## src/rtl/dmem_access_ctrl.sv

```systemverilog
// Data memory access controller: sequences LOAD, STORE and byte-wise COPY
// requests from the core onto a simple memory port (registered write strobe,
// write address/data, read address, combinational read data) and returns a
// single response per request.
module dmem_access_ctrl #(
    parameter int ADDR_W = 8,
    parameter int DATA_W = 8,
    parameter int LEN_W  = 8
) (
    input  logic              clk,
    input  logic              rst_n,
    input  logic              req_valid,
    output logic              req_ready,
    input  logic [1:0]        req_op,
    input  logic [ADDR_W-1:0] req_addr,
    input  logic [ADDR_W-1:0] req_addr2,
    input  logic [DATA_W-1:0] req_wdata,
    input  logic [LEN_W-1:0]  req_len,
    output logic              resp_valid,
    input  logic              resp_ready,
    output logic [DATA_W-1:0] resp_rdata,
    output logic              resp_err,
    output logic              busy,
    output logic              mem_en,
    output logic [ADDR_W-1:0] mem_write_addr,
    output logic [DATA_W-1:0] mem_write_data,
    output logic [ADDR_W-1:0] mem_read_addr,
    input  logic [DATA_W-1:0] mem_read_data
);

    typedef enum logic [2:0] {
        S_IDLE,
        S_LD,
        S_ST,
        S_CRD,
        S_CWR,
        S_RESP
    } state_t;

    localparam logic [1:0] OP_LOAD  = 2'b00;
    localparam logic [1:0] OP_STORE = 2'b01;
    localparam logic [1:0] OP_COPY  = 2'b10;

    state_t              state_q;
    logic [ADDR_W-1:0]   src_q;
    logic [ADDR_W-1:0]   dst_q;
    logic [LEN_W-1:0]    len_q;
    logic [LEN_W-1:0]    cnt_q;
    logic                resp_valid_q;
    logic [DATA_W-1:0]   resp_rdata_q;
    logic                resp_err_q;
    logic                mem_en_q;
    logic [ADDR_W-1:0]   mem_waddr_q;
    logic [DATA_W-1:0]   mem_wdata_q;
    logic [ADDR_W-1:0]   mem_raddr_q;

    // Copy bookkeeping derived from the byte counter.
    logic [LEN_W-1:0]    cnt_inc_d;
    logic                copy_last_d;
    logic [ADDR_W-1:0]   dst_cur_d;
    logic [ADDR_W-1:0]   src_nxt_d;
    logic                accept_d;

    assign cnt_inc_d   = cnt_q + LEN_W'(1);
    assign copy_last_d = (cnt_q == (len_q - LEN_W'(1)));
    assign dst_cur_d   = dst_q + ADDR_W'(cnt_q);
    assign src_nxt_d   = src_q + ADDR_W'(cnt_inc_d);
    assign accept_d    = req_valid && (state_q == S_IDLE);

    assign req_ready      = (state_q == S_IDLE);
    assign busy           = (state_q != S_IDLE);
    assign resp_valid     = resp_valid_q;
    assign resp_rdata     = resp_rdata_q;
    assign resp_err       = resp_err_q;
    assign mem_en         = mem_en_q;
    assign mem_write_addr = mem_waddr_q;
    assign mem_write_data = mem_wdata_q;
    assign mem_read_addr  = mem_raddr_q;

    // Controller FSM; every memory-side and response output is registered and
    // set up on the edge that enters the state using it.
    always_ff @(posedge clk or negedge rst_n) begin
        if (!rst_n) begin
            state_q      <= S_IDLE;
            src_q        <= '0;
            dst_q        <= '0;
            len_q        <= '0;
            cnt_q        <= '0;
            resp_valid_q <= 1'b0;
            resp_rdata_q <= '0;
            resp_err_q   <= 1'b0;
            mem_en_q     <= 1'b0;
            mem_waddr_q  <= '0;
            mem_wdata_q  <= '0;
            mem_raddr_q  <= '0;
        end else begin
            case (state_q)
                S_IDLE: begin
                    if (accept_d) begin
                        src_q        <= req_addr;
                        dst_q        <= req_addr2;
                        len_q        <= req_len;
                        cnt_q        <= '0;
                        resp_rdata_q <= '0;
                        resp_err_q   <= 1'b0;
                        case (req_op)
                            OP_LOAD: begin
                                mem_raddr_q <= req_addr;
                                state_q     <= S_LD;
                            end
                            OP_STORE: begin
                                mem_en_q    <= 1'b1;
                                mem_waddr_q <= req_addr;
                                mem_wdata_q <= req_wdata;
                                state_q     <= S_ST;
                            end
                            OP_COPY: begin
                                if (req_len == '0) begin
                                    resp_valid_q <= 1'b1;
                                    state_q      <= S_RESP;
                                end else begin
                                    mem_raddr_q <= req_addr;
                                    state_q     <= S_CRD;
                                end
                            end
                            default: begin
                                resp_err_q   <= 1'b1;
                                resp_valid_q <= 1'b1;
                                state_q      <= S_RESP;
                            end
                        endcase
                    end
                end
                S_LD: begin
                    resp_rdata_q <= mem_read_data;
                    resp_valid_q <= 1'b1;
                    state_q      <= S_RESP;
                end
                S_ST: begin
                    mem_en_q     <= 1'b0;
                    resp_valid_q <= 1'b1;
                    state_q      <= S_RESP;
                end
                S_CRD: begin
                    // The write-data register doubles as the copied byte holder.
                    mem_wdata_q <= mem_read_data;
                    mem_waddr_q <= dst_cur_d;
                    mem_en_q    <= 1'b1;
                    state_q     <= S_CWR;
                end
                S_CWR: begin
                    mem_en_q <= 1'b0;
                    if (copy_last_d) begin
                        resp_rdata_q <= mem_wdata_q;
                        resp_valid_q <= 1'b1;
                        state_q      <= S_RESP;
                    end else begin
                        cnt_q       <= cnt_inc_d;
                        mem_raddr_q <= src_nxt_d;
                        state_q     <= S_CRD;
                    end
                end
                S_RESP: begin
                    if (resp_ready) begin
                        resp_valid_q <= 1'b0;
                        resp_err_q   <= 1'b0;
                        state_q      <= S_IDLE;
                    end
                end
                default: state_q <= S_IDLE;
            endcase
        end
    end

endmodule

```

## config.mk

```make
export PLATFORM = sky130hd
export DESIGN_NAME = dmem_access_ctrl
export DESIGN_NICKNAME = d
export VERILOG_FILES = /design/src/rtl/dmem_access_ctrl.sv
export SDC_FILE = /design/constraint.sdc
export NUM_CORES = 1
export LEC_CHECK = 0
export CORE_UTILIZATION = 45
export DETAILED_ROUTE_END_ITERATION = 12
export GPL_TIMING_DRIVEN = 0
export HOLD_SLACK_MARGIN = 0.12
export PLACE_DENSITY_LB_ADDON = 0.2
export SLEW_MARGIN = 30
export SYNTH_ARGS = -nofsm -noshare
export SYNTH_HDL_FRONTEND = slang
export SYNTH_SLANG_ARGS = --single-unit
```

## constraint.sdc

```tcl
create_clock -name clk -period 2.5 [get_ports clk]
set_input_delay 0.25 -clock clk [delete_from_list [all_inputs] [get_ports clk]]
set_output_delay 0.25 -clock clk [all_outputs]
set_load 0.005 [all_outputs]
```

# Word-level counts from Yosys, hierarchy flattened
# Cells that the tools add are included.
[totals] regBits=70 inputBits=46 word_cells=91 output_inout_bits=37
[op_classes] add_sub_neg=4 muxes=34 reduce_logical=24 eq_ne=17
[op_table] cell="$mux 8" n=10
[op_table] cell="$pmux 8 s2" n=5
[op_table] cell="$pmux 8 s3" n=1
[op_table] cell="$add 8x8->8" n=2
[op_table] cell="$pmux 3 s5" n=1
[op_table] cell="$reduce_and 3->1" n=5
[op_table] cell="$mux 3" n=4
[op_table] cell="$pmux 3 s3" n=1
[op_table] cell="$reduce_bool 3->1" n=3
[op_table] cell="$add 8x1->8 const B" n=1
[op_table] cell="$eq 8x8->1" n=1
[op_table] cell="$logic_not 8->1" n=1
[op_table] cell="$mux 1" n=8
[op_table] cell="$ne 2x2->1 const B" n=4
[op_table] cell="$sub 8x1->8 const B" n=1
[op_table] cell="$eq 3x2->1 const B" n=2
[op_table] cell="$eq 3x3->1 const B" n=2
[op_table] cell="$ne 3x3->1 const B" n=2
[op_table] cell="$reduce_and 6->1" n=1
[op_table] cell="$reduce_bool 2->1" n=3
[op_table] cell="$reduce_or 2->1" n=3
[op_table] cell="$reduce_and 5->1" n=1
[op_table] cell="$ne 2x1->1 const B" n=2
[op_table] cell="$pmux 1 s2" n=2
[op_table] cell="other kinds (12)" n=13

# Depth between registers and ports, before layout
[depth] ltp_word=5 mapped_depth=11 ltp_nobuf=11

# Worst setup path after synthesis
# No wires, ideal clock.
[synth_timing] path_kind="register to register" from="register len_q[0]" to="register resp_rdata_q[0] (netlist: resp_rdata[0])" setup_slack_ps=172 arrival_time_ps=2203 n_path_buf=1 setup_time_ps=125 period_less_slack_ps=2328 path_stages_with_launch=9 required_time_ps=2375 path_cell_list="dfrtp_1 inv_1 ha_1 a21oi_1 a311o_1 a2111o_1 buf_2 a21oi_4 mux2_2"
[synth_via] elab_chain_len=4
[synth_rtl] element="start, declared" line="47" text="logic [LEN_W-1:0] len_q;"
[synth_rtl] element="start signal, assigned" line="102" text="len_q <= req_len;"
[synth_rtl] element="$sub 8x1->8" line="65" text="assign copy_last_d = (cnt_q == (len_q - LEN_W'(1)));"
[synth_rtl] element="$eq 8x8->1" line="65"
[synth_rtl] element="$ne 2x2->1 (no line)"
[synth_rtl] element="$reduce_and 3->1 (no line)"
[synth_rtl] element="end signal, assigned" line="135" text="resp_rdata_q <= mem_read_data;"
[synth_rtl] element="end signal, assigned" line="154" text="resp_rdata_q <= mem_wdata_q;"
[synth_rtl] element="end, declared" line="50" text="logic [DATA_W-1:0] resp_rdata_q;"
# Every way passes these cells.
# A chain may end at the register's enable or synchronous reset.

# Worst setup path in the final report
[layout_timing] from="register cnt_q[6]" to="register resp_rdata_q[5] (netlist: resp_rdata[5])"
[layout_via] elab_chain_len=3
[layout_rtl] element="start, declared" line="48" text="logic [LEN_W-1:0] cnt_q;"
[layout_rtl] element="start signal, assigned" line="158" text="cnt_q <= cnt_inc_d;"
[layout_rtl] element="$eq 8x8->1" line="65"
[layout_rtl] element="$ne 2x2->1 (no line)"
[layout_rtl] element="$reduce_and 3->1 (no line)"
# Every way passes these cells.

==> summary.md <==
| Metric | Value |
|---|---|
| Commonest cells post-synth | `nand2_1, dfrtp_1, nor2_1, a21oi_1, o21ai_0` |
| Critical Path RT | `2730 ps` |
| Top-area cell type share of the netlist area | `42.89%` |
| DR vias/cell | `5.624` |
| Slew headroom | `48.80%` |
| Initial DRC Count | `244` |
| Ant diodes | `0` |
| Ports | `83` |
| Final instance area | `0.005495 mm2` |
| Top-count cell post-synth | `nand2_1` |
| Fin crit share | `99.16%` |
| Clock sinks | `70` |
| Setup violators final | `0` |
| Largest family of logic cells by synthesized area | `simple AND/OR/NAND/NOR gates` |
| Hold WC Path Type | `in2async` |
| Initial antenna violation count | `0` |
| Register area share after synthesis | `42.89%` |
| CTS tree | `built` |
| Syn. warnings | `0` |
| Syn_nets | `523` |
| Fin worst setup slack | `20.94 ps` |
| Max-cap viol count | `0` |
| Pre-CTS setup slack | `-231.4 ps` |
| Share of synthesized area spent on multiplexers | `7.629%` |
| Syn Inst Count | `459` |
| Layout cells sized above 1 | `13.86%` |
| Compound-gate portion of the synthesized area | `14.09%` |
| CP Max Fanout | `8` |
| H-tree depth | `3` |
| Pre-antenna DRT Iters | `4` |
| First-pass GRT wire length | `18,560 um` |
| Post-detailed-route wirelength per cell | `16.62 um` |
| Largest net degree at the start of global routing | `41` |
| Global-route usage over all layers | `24.86%` |
| DP HPWL | `8255 um` |
| Most area-consuming cells after synthesis | `dfrtp_1, nand2_1, ha_1, mux2_2, nor2_1` |
| Critical-path top delay cell | `dfrtp_2` |
| Max Fclk | `403.4 MHz` |
| Clock transition at path regs | `70 ps` |
| Delay of the slowest cell on the worst path | `460 ps` |
| Core ar. | `0.008763 mm2` |
| Die width | `97.27 um` |
| CP Launch Type | `flop` |
| CP endpoint kind | `flop` |
| Crit path cell chain | `xor2_1 > and4_1 > o2111ai_2 > a2111o_1 > buf_4 > a21oi_4 > mux2_2` |
| Xor and xnor area share after synthesis | `5.790%` |
| Placed cell areas | `0.005057 mm2` |
| Area share of and/or/nand/nor cells after synthesis | `19.94%` |
| Synth-to-Final Area Change | `34.56%` |
| Port Buf Inserts | `82` |
| Async S/R FF share, synth | `100.0%` |
| Distinct cells, synth | `47` |
| Routed wire length | `11,270 um` |
| R2r setup slk | `20 ps` |
| Clock Skew | `10.50 ps` |
| Seq cells post-synth | `70` |
| Yosys top cell by area | `dfrtp_1` |
| Grt ovf | `0` |
| Data arrival, critical path | `2700 ps` |
| DR vias | `3,813` |
| ANT nets after route | `0` |
| Post-Synth Adder-Cell Area | `5.882%` |
| Pleak | `0.002495 uW` |
| Clock root buffer | `clkbuf_8` |
| Syn Area/Cell | `8.897 um2` |
| Fin crit period | `2479 ps` |
| Synthesized cell area | `0.004084 mm2` |
| Critical path class | `reg2reg` |
| Worst vdd ir | `0.5193 mV` |
| Row count | `34` |
| Initial core utilization | `46.60%` |
| RePlAce Congestion | `0.8756` |
| Die footprint | `0.009460 mm2` |
| Die H | `97.27 um` |
| Drt drc | `0` |
| Max Slew Vio Count | `0` |
| Vias in the first global route | `3,778` |
| Num CTS Buffers | `9` |
| Crit path from | `cnt_q[6]` |
| CTS Buffer Depth | `2` |
| Worst r2r src | `cnt_q[6]` |
| Status | `completed` |
| Clock latency on the worst-skew pair | `350 ps` |
| Number of flops mapped to enable cells by yosys | `0` |
| Worst-Margin Slew | `760.9 ps` |
| Final Hold Fails | `0` |
| Ys flop type | `dfrtp_1` |
| Total negative setup slack | `0 ps` |
| Power Density | `1201 mW/mm2` |
| Total Nets Final | `631` |
| RR Endpoint | `resp_rdata[5]` |
| R2R depth | `7` |
worst max-delay path by stage:
stage	to	slack (ps)	cells after the start
final	resp_rdata[5]	20	7
after global routing	resp_rdata[5]	-70	7
after CTS	resp_rdata[5]	10	7
after detailed placement	mem_read_addr[7]	-230	10
after global placement	resp_rdata[3]	-1270	1
after floorplan	resp_rdata[0]	170	8
through the flow:
step / utilization [%] / instances / total power [uW] / hold slack [ps]
finish: 62.71 / 678 / 6600 / 375.2
global route: 62.71 / 678 / 7133 / 403.9
global placement: 57.51 / 649 / 5187 / 465.4
detailed placement: 57.71 / 650 / 5313 / 220.6
CTS: 60.99 / 669 / 6350 / 388.9
floorplan: - / 459 / 4077 / -45.59
cells by family after synthesis:
logic type / after synthesis
AOI/OAI and AO/OA: 92
xor gates and xnor gates: 27
adders and majority gates: 18
buffers and inverters: 39
DFF: 70
muxes: 29
and+or+nand+nor: 184
final cells by class:
class                   count  area (um2)
clock buffers              12       135.1
flip-flops and latches     70        1758
well taps                 108       135.1
inverters                  16       60.06
repair buffers             97       958.4
fillers                   762        3268
multi-input cells         350        2310
clock inverters             2       35.03
plain buffers              23       103.9
flip-flops by register name, indices dropped and copies added (netlist names):
signal and cells:
mem_write_addr 8, resp_err 1, mem_en 1, len_q 8, dst_q 8, resp_valid 1, cnt_q 8, src_q 8
resp_rdata 8, mem_write_data 8, state_q 3, mem_read_addr 8
layer usage:
layer | GRT usage (%) | vias to the layer above | share of wire [%]
li1 | - | 1798 | -
met1 | 32.23 | 1845 | 43
met2 | 40.03 | 138 | 47
met3 | 4.173 | 32 | 6.2
met4 | 13.01 | 0 | 3.4
met5 | 0 | - | 0
critical path, delay by kind of cell (launching register included):
family / cells / cell delay (ps)
AOI/OAI and AO/OA: 3 / 860
xor gates and xnor gates: 1 / 220
buffers and inverters: 1 / 180
DFF: 1 / 460
muxes: 1 / 380
and+or+nand+nor: 1 / 250
cells in the final DEF (no fill, tap or decap), drive strengths merged, types with 7 or more instances in the layout:
master,synthesis,layout
a22oi,9,9
inv,16,16
mux2i,12,12
clkdlybuf4s50,0,81
o21ai,23,23
clkbuf,17,29
dfrtp,70,70
xnor2,12,12
a31oi,7,7
mux2,17,17
ha,16,16
xor2,15,15
nand2,89,89
o211ai,9,9
a21oi,31,31
nor3,8,8
buf,6,21
nor2,43,43
nand3,14,14
report_power, final:
part           internal, uW  leakage (uW)  total (uW)  switching [uW]
combinational          1870       0.00155        3720            1850
clock                   450     0.0000863         866             416
sequential             1650      0.000853        2010             367
repair_timing:
action | in CTS | in global routing
hold buffers | 1 | 0
setup endpoints to repair | 30 | 41
pin swaps | 2 | 13
endpoints found under the hold margin | 30 | 0
gates resized for setup | 13 | 24
setup buffers | 4 | 9
Power figures use the tool's default switching activity.
